--- src/rtl/binary_to_bcd_display_feeder.sv ---
// Serial double-dabble binary-to-BCD converter feeding a segmented display driver.
// Optional macro SATURATE_EN: overflowing values show all nines instead of "E" digits.
module binary_to_bcd_display_feeder #(
   parameter int number_of_nybbles = 4,
   parameter int input_width       = 14
) (
   input  logic                           clock,
   input  logic                           reset,
   input  logic [input_width-1:0]         in_value,
   input  logic [number_of_nybbles-1:0]   in_dp,
   input  logic                           in_valid,
   output logic                           in_ready,
   output logic [number_of_nybbles*4-1:0] data,
   output logic [number_of_nybbles-1:0]   dp,
   output logic                           data_valid,
   output logic                           overflow
);

   localparam int bcd_width   = number_of_nybbles * 4;
   localparam int count_width = $clog2(input_width + 1);

   function automatic logic [63:0] max_display_value();
      logic [63:0] v;
      v = 64'd1;
      for (int i = 0; i < number_of_nybbles; i++) v = v * 64'd10;
      return v - 64'd1;
   endfunction

   localparam logic [63:0]            max_value  = max_display_value();
   localparam logic [count_width-1:0] last_count = count_width'(input_width);

   function automatic logic [bcd_width-1:0] add3_digits(input logic [bcd_width-1:0] bcd);
      logic [bcd_width-1:0] r;
      r = bcd;
      for (int i = 0; i < number_of_nybbles; i++) begin
         if (r[i*4 +: 4] >= 4'd5) r[i*4 +: 4] = r[i*4 +: 4] + 4'd3;
      end
      return r;
   endfunction

   function automatic logic [bcd_width-1:0] overflow_digits();
`ifdef SATURATE_EN
      return {number_of_nybbles{4'h9}};
`else
      return {number_of_nybbles{4'hE}};
`endif
   endfunction

   typedef enum logic [1:0] {IDLE, SHIFT, DONE} state_t;

   state_t                       state;
   state_t                       next_state;
   logic [count_width-1:0]       bit_count;
   logic [bcd_width-1:0]         bcd_reg;
   logic [bcd_width-1:0]         bcd_adj;
   logic [input_width-1:0]       src_reg;
   logic [number_of_nybbles-1:0] dp_cap;
   logic                         ovf_cap;
   logic                         accept;
   logic                         shift_en;
   logic                         finish;

   always_ff @(posedge clock) begin
      if (reset) state <= IDLE;
      else       state <= next_state;
   end

   // The SHIFT state spends one extra cycle observing the terminal count before DONE.
   always_comb begin
      next_state = state;
      in_ready   = 1'b0;
      accept     = 1'b0;
      shift_en   = 1'b0;
      finish     = 1'b0;
      case (state)
         IDLE: begin
            in_ready = !reset;
            if (in_valid && !reset) begin
               accept     = 1'b1;
               next_state = SHIFT;
            end
         end
         SHIFT: begin
            if (bit_count == last_count) next_state = DONE;
            else                         shift_en   = 1'b1;
         end
         DONE: begin
            finish     = 1'b1;
            next_state = IDLE;
         end
         default: next_state = IDLE;
      endcase
   end

   assign bcd_adj = add3_digits(bcd_reg);

   // The carry out of the top digit falls off the left end of the shift.
   always_ff @(posedge clock) begin
      if (reset) begin
         bit_count  <= '0;
         bcd_reg    <= '0;
         src_reg    <= '0;
         dp_cap     <= '0;
         ovf_cap    <= 1'b0;
         data       <= '0;
         dp         <= '0;
         data_valid <= 1'b0;
         overflow   <= 1'b0;
      end else begin
         data_valid <= 1'b0;
         if (accept) begin
            src_reg   <= in_value;
            bcd_reg   <= '0;
            bit_count <= '0;
            dp_cap    <= in_dp;
            ovf_cap   <= (64'(in_value) > max_value);
         end
         if (shift_en) begin
            {bcd_reg, src_reg} <= {bcd_adj[bcd_width-2:0], src_reg, 1'b0};
            bit_count          <= bit_count + count_width'(1);
         end
         if (finish) begin
            data       <= ovf_cap ? overflow_digits() : bcd_reg;
            dp         <= dp_cap;
            overflow   <= ovf_cap;
            data_valid <= 1'b1;
         end
      end
   end

endmodule

--- config.mk ---
export PLATFORM = sky130hd
export DESIGN_NAME = binary_to_bcd_display_feeder
export DESIGN_NICKNAME = d
export VERILOG_FILES = /design/src/rtl/binary_to_bcd_display_feeder.sv
export SDC_FILE = /design/constraint.sdc
export NUM_CORES = 1
export LEC_CHECK = 0
export CORE_ASPECT_RATIO = 1.1
export CORE_MARGIN = 5
export CORE_UTILIZATION = 40
export DETAILED_ROUTE_END_ITERATION = 10
export PLACE_DENSITY = 0.7
export SETUP_SLACK_MARGIN = 0.15
export SYNTH_ARGS = -nofsm -noshare
export SYNTH_HDL_FRONTEND = slang
export SYNTH_SLANG_ARGS = --single-unit
--- constraint.sdc ---
create_clock -name clock -period 2.34 [get_ports clock]
set_input_delay 0.702 -clock clock [delete_from_list [all_inputs] [get_ports clock]]
set_output_delay 0.702 -clock clock [all_outputs]
set_load 0.1 [all_outputs]
## After elaboration in Yosys (flattened, before gate mapping)

Index checks and enable logic that the tools add are counted.

- Bits in registers: 63
- Input port bits: 21
- Logic and storage cells: 53

- Add/subtract/negate cells: 5
- Magnitude comparators: 5
- Equal/unequal tests: 5
- Mux-type cells: 21
- Reductions and logical operators: 6

Operator list:

| kind | count |
|---|---|
| two-way mux 16 bit | 3 |
| two-way mux 14 bit | 2 |
| two-way mux 4 bit | 5 |
| >= comparator 4 x 3 -> 1 bit (second input constant) | 4 |
| greater-than comparator 14 bit (second input constant) | 1 |
| adder 4 x 2 -> 4 bit (second input constant) | 3 |
| two-way mux 1 bit | 7 |
| adder 4 x 1 -> 4 bit (second input constant) | 1 |
| == test 4 bit (second input constant) | 1 |
| two-way mux 2 bit | 2 |
| != test 2 bit (second input constant) | 2 |
| case mux 2 bit (2 select lines) | 1 |
| adder 3 x 2 -> 3 bit (second input constant) | 1 |
| two-way mux 3 bit | 1 |
| == test 2 x 1 -> 1 bit (second input constant) | 1 |
| == test 2 bit (second input constant) | 1 |
| logical NOT 2 bit | 1 |
| AND reduction 2 bit | 1 |
| nonzero test 2 bit | 1 |
| OR reduction 2 bit | 1 |
| logical AND 1 bit | 1 |
| logical NOT 1 bit | 1 |

## Logic depth before layout (Yosys ltp)

- Depth after elaboration: 6
- Mapped depth: 9
- Depth with buffers taken out: 6

## Worst setup path before layout

No wires, ideal clock.

- Path type: input to output
- From: input port reset
- To: output port in_ready
- Arrival time: 3.252 ns
- Data required time: 1.638 ns
- Slack: -1.614 ns
- Cell stages on the path: 4
- Cells stage by stage: buf_2 -> buf_2 -> buf_1 -> nor3_1

- Longest elaborated chain between the ends: 2

RTL lines:

| what | line | RTL |
|---|---|---|
| start: declaration | 8 | `input logic reset,` |
| logical NOT 1 bit | 77 | `in_ready = !reset;` |
| two-way mux 1 bit | 75 | `case (state)` |
| end: declaration | 12 | `output logic in_ready,` |

No other way between the ends.

## Final worst setup path

Same ends and word-level chain as after synthesis.

==> impl_metrics.yaml <==
outcome:
  status: "finished clean"
detailed_routing:
  drt_wl_total_um: 6300
  drt_iter0_drc: 110
  vias: 2522
  drt-vias-per-instance: 5.32
  ant_nets: 0
  routedWlPerCell_um: 13.3
  first_pass_iters: 4
  remaining_drc_errors: 0
power_and_ir_drop:
  power_mw: 2.09
  p_clk_share_pct: 37.2
  irDropWorstVdd_mv: 0.376
  power_frac_seq_pct: 53.8
  pwr_density_cell_nw_per_um2: 605
  switching_power_uw: 530
  comb_power_share_pct: 9.0
  switching_share_pct: 25.4
  p_int_mw: 1.56
  p_leak_nw: 1.31
critical_path:
  setup.worst_path.class: "input port to output pin"
  cp.arrival_ns: 1.32
  cp.required_ns: 1.64
  r2r-start: "bit_count[0]"
  r2r_cells: 7
  crit_path_end_kind: "output pin"
  crit_path_start_kind: "input port"
  r2r_end: "bcd_reg[12]"
  endpoint: "in_ready"
  r2r_slack_ns: 0.51
  worstSetupStartpoint: "reset"
  crit_fanout: 6
global_routing:
  grt_max_degree: 68
  grt_usage_pct: 14.5
  antenna_found_initial: 0
  grt_overflow: 0
  grt_pass1_wl_um: 10800
  first_global_vias: 2359
yosys:
  synthTopCellsByArea: "dfxtp_1 (44%), nand2_1 (7.4%), nor3_1 (5.4%)"
  syn-num-nets: 379
  yosysSeqAreaShare_pct: 44.3
  yosysWarnings: 0
  ys_ff_latch: 63
  synth_top_area_share_pct: 44.3
  ys_types: 37
  syn_inst: 348
  yosysTopAreaCell: "dfxtp_1"
  synth_area_um2: 2850
  avgSynthCellArea_um2: 8.19
timing:
  worst_slew_margin_rel_pct: 50.8
  period_needed_ns: 2.03
  drv_slew: 0
  finalSetupViolations: 0
  hold_viol_final: 0
  period_share_pct: 86.6
  timing.fmax_mhz: 493
  tightest_slew_ns: 0.739
  fin_worst_skew_ns: 0.00819
  rsz0062_at_grt: "false"
finish:
  mostFrequentLayoutCells: "dfxtp_1 (63), nand2_1 (56), nor2_1 (33)"
  synthToLayoutAreaGrowth_pct: 20.9
  antenna_cells: 0
  regArea_um2: 1260
  nFillCells: 715
  drive_gt1_share_pct: 13.6
  utilization_pct: 49.5
  nets: 416
  layout_commonest_cell: "dfxtp_1"
  multi_input_area_um2: 1430
cts:
  cts_buffer_depth: 2
  cts_htree_levels: 3
  insertion_delay_ns: 0.34
  cts.clk_slew.worst_paths_ns: 0.07
  postCtsSetupBuffers: 0
  root_buffer: "clkbuf_8"
  cts_resized: 0
  cts_made_buffers: 9
  cts.sinks: 63
  cts_tree: "yes"
  holdBufCountCts: 0
job:
  cap_viol_max_count: 0
die:
  fp.dieW_um: 90.5
  rows: 32
  die_area_um2: 8910
  core_region_area_um2: 6970
  start_util_pct: 40.9
  ios: 44
  fp.dieH_um: 98.5
placed_design:
  place.gp.congestion: 0.789
  hpwl_um: 4320
  io_buffers: 43
min_path:
  hold_class: "flop to flop"
  worstHoldPathCells: 2
## worst min-delay path by stage
stage	endpoint	start	slack, ns
final	bcd_reg[0]	src_reg[13]	0.45
after global routing	bcd_reg[0]	src_reg[13]	0.47
after CTS	bcd_reg[0]	src_reg[13]	0.45
after detailed placement	bcd_reg[0]	src_reg[13]	0.44
after global placement	dp_cap[0]	dp_cap[0]	0.44
after floorplan	dp[0]	dp_cap[0]	0.43
## synthesized netlist by cell type, drive strengths merged
| cell | instances |
|---|---|
| nand2 | 56 |
| o221ai | 1 |
| xor2 | 1 |
| nor4b | 3 |
| nor4 | 4 |
| nand3b | 2 |
| mux2 | 2 |
| nor3 | 31 |
| clkbuf | 10 |
| nor2 | 34 |
| a21o | 6 |
| nand4b | 2 |
| or3 | 6 |
| o21ai | 16 |
| and2b | 1 |
| nand3 | 13 |
| nor2b | 1 |
| inv | 9 |
| a31oi | 5 |
| mux2i | 3 |
| and3 | 1 |
| nor3b | 3 |
| or4 | 7 |
| a21oi | 23 |
| dfxtp | 63 |
| a311oi | 12 |
| xnor2 | 1 |
| nand2b | 6 |
| buf | 16 |
| ha | 10 |
## worst max-delay path, cell delays in order
cell	delay (ns)
buf_2	0.17
nor3_4	0.25
buf_12	0.20
## logic make-up after synthesis
kind of cell	Yosys count	share of synthesized area [%]
xor+xnor	2	0.615
fa+ha+maj	10	4.39
flops	63	44.3
simple gates	170	29.2
buf+inv	35	5.97
compound gates	63	13.7
mux	5	1.84
## power by group through the flow
stage / logic, mW / registers (mW) / clock network (mW)
after floorplan: 0.129 / 1.14 / 0
after global placement: 0.186 / 1.15 / 0
after detailed placement: 0.188 / 1.15 / 0
after CTS: 0.189 / 1.12 / 0.798
after global routing: 0.210 / 1.13 / 0.845
final: 0.188 / 1.12 / 0.775
## per-layer routing
metal	GRT usage (%)	up-vias	part of all wire [%]
met3	5.19	7	5.8
met5	0	-	0
met1	17.6	1168	45
li1	-	1292	-
met4	4.12	0	1.0
met2	24.4	55	48
## cell type report
cell class	instances	share of cell area [%]
tap	85	3.09
sequential	63	36.6
multi-input combinational	250	41.5
inverter	9	0.980
clock buffer	11	3.81
clock inverter	4	0.690
timing repair buffer	52	13.4
## metrics by stage
step	hold slack (ns)	cells	setup TNS [ns]	setup WS (ns)	area, um2
finish	0.445	474	0	0.313	3450
global route	0.472	474	0	0.188	3450
CTS	0.448	474	0	0.309	3450
detailed placement	0.444	459	-0.00124	-0.00124	3290
global placement	0.444	459	0	0.0727	3290
floorplan	0.432	348	-0.230	-0.230	2880
Note: power is estimated with default switching activity, not from simulation.
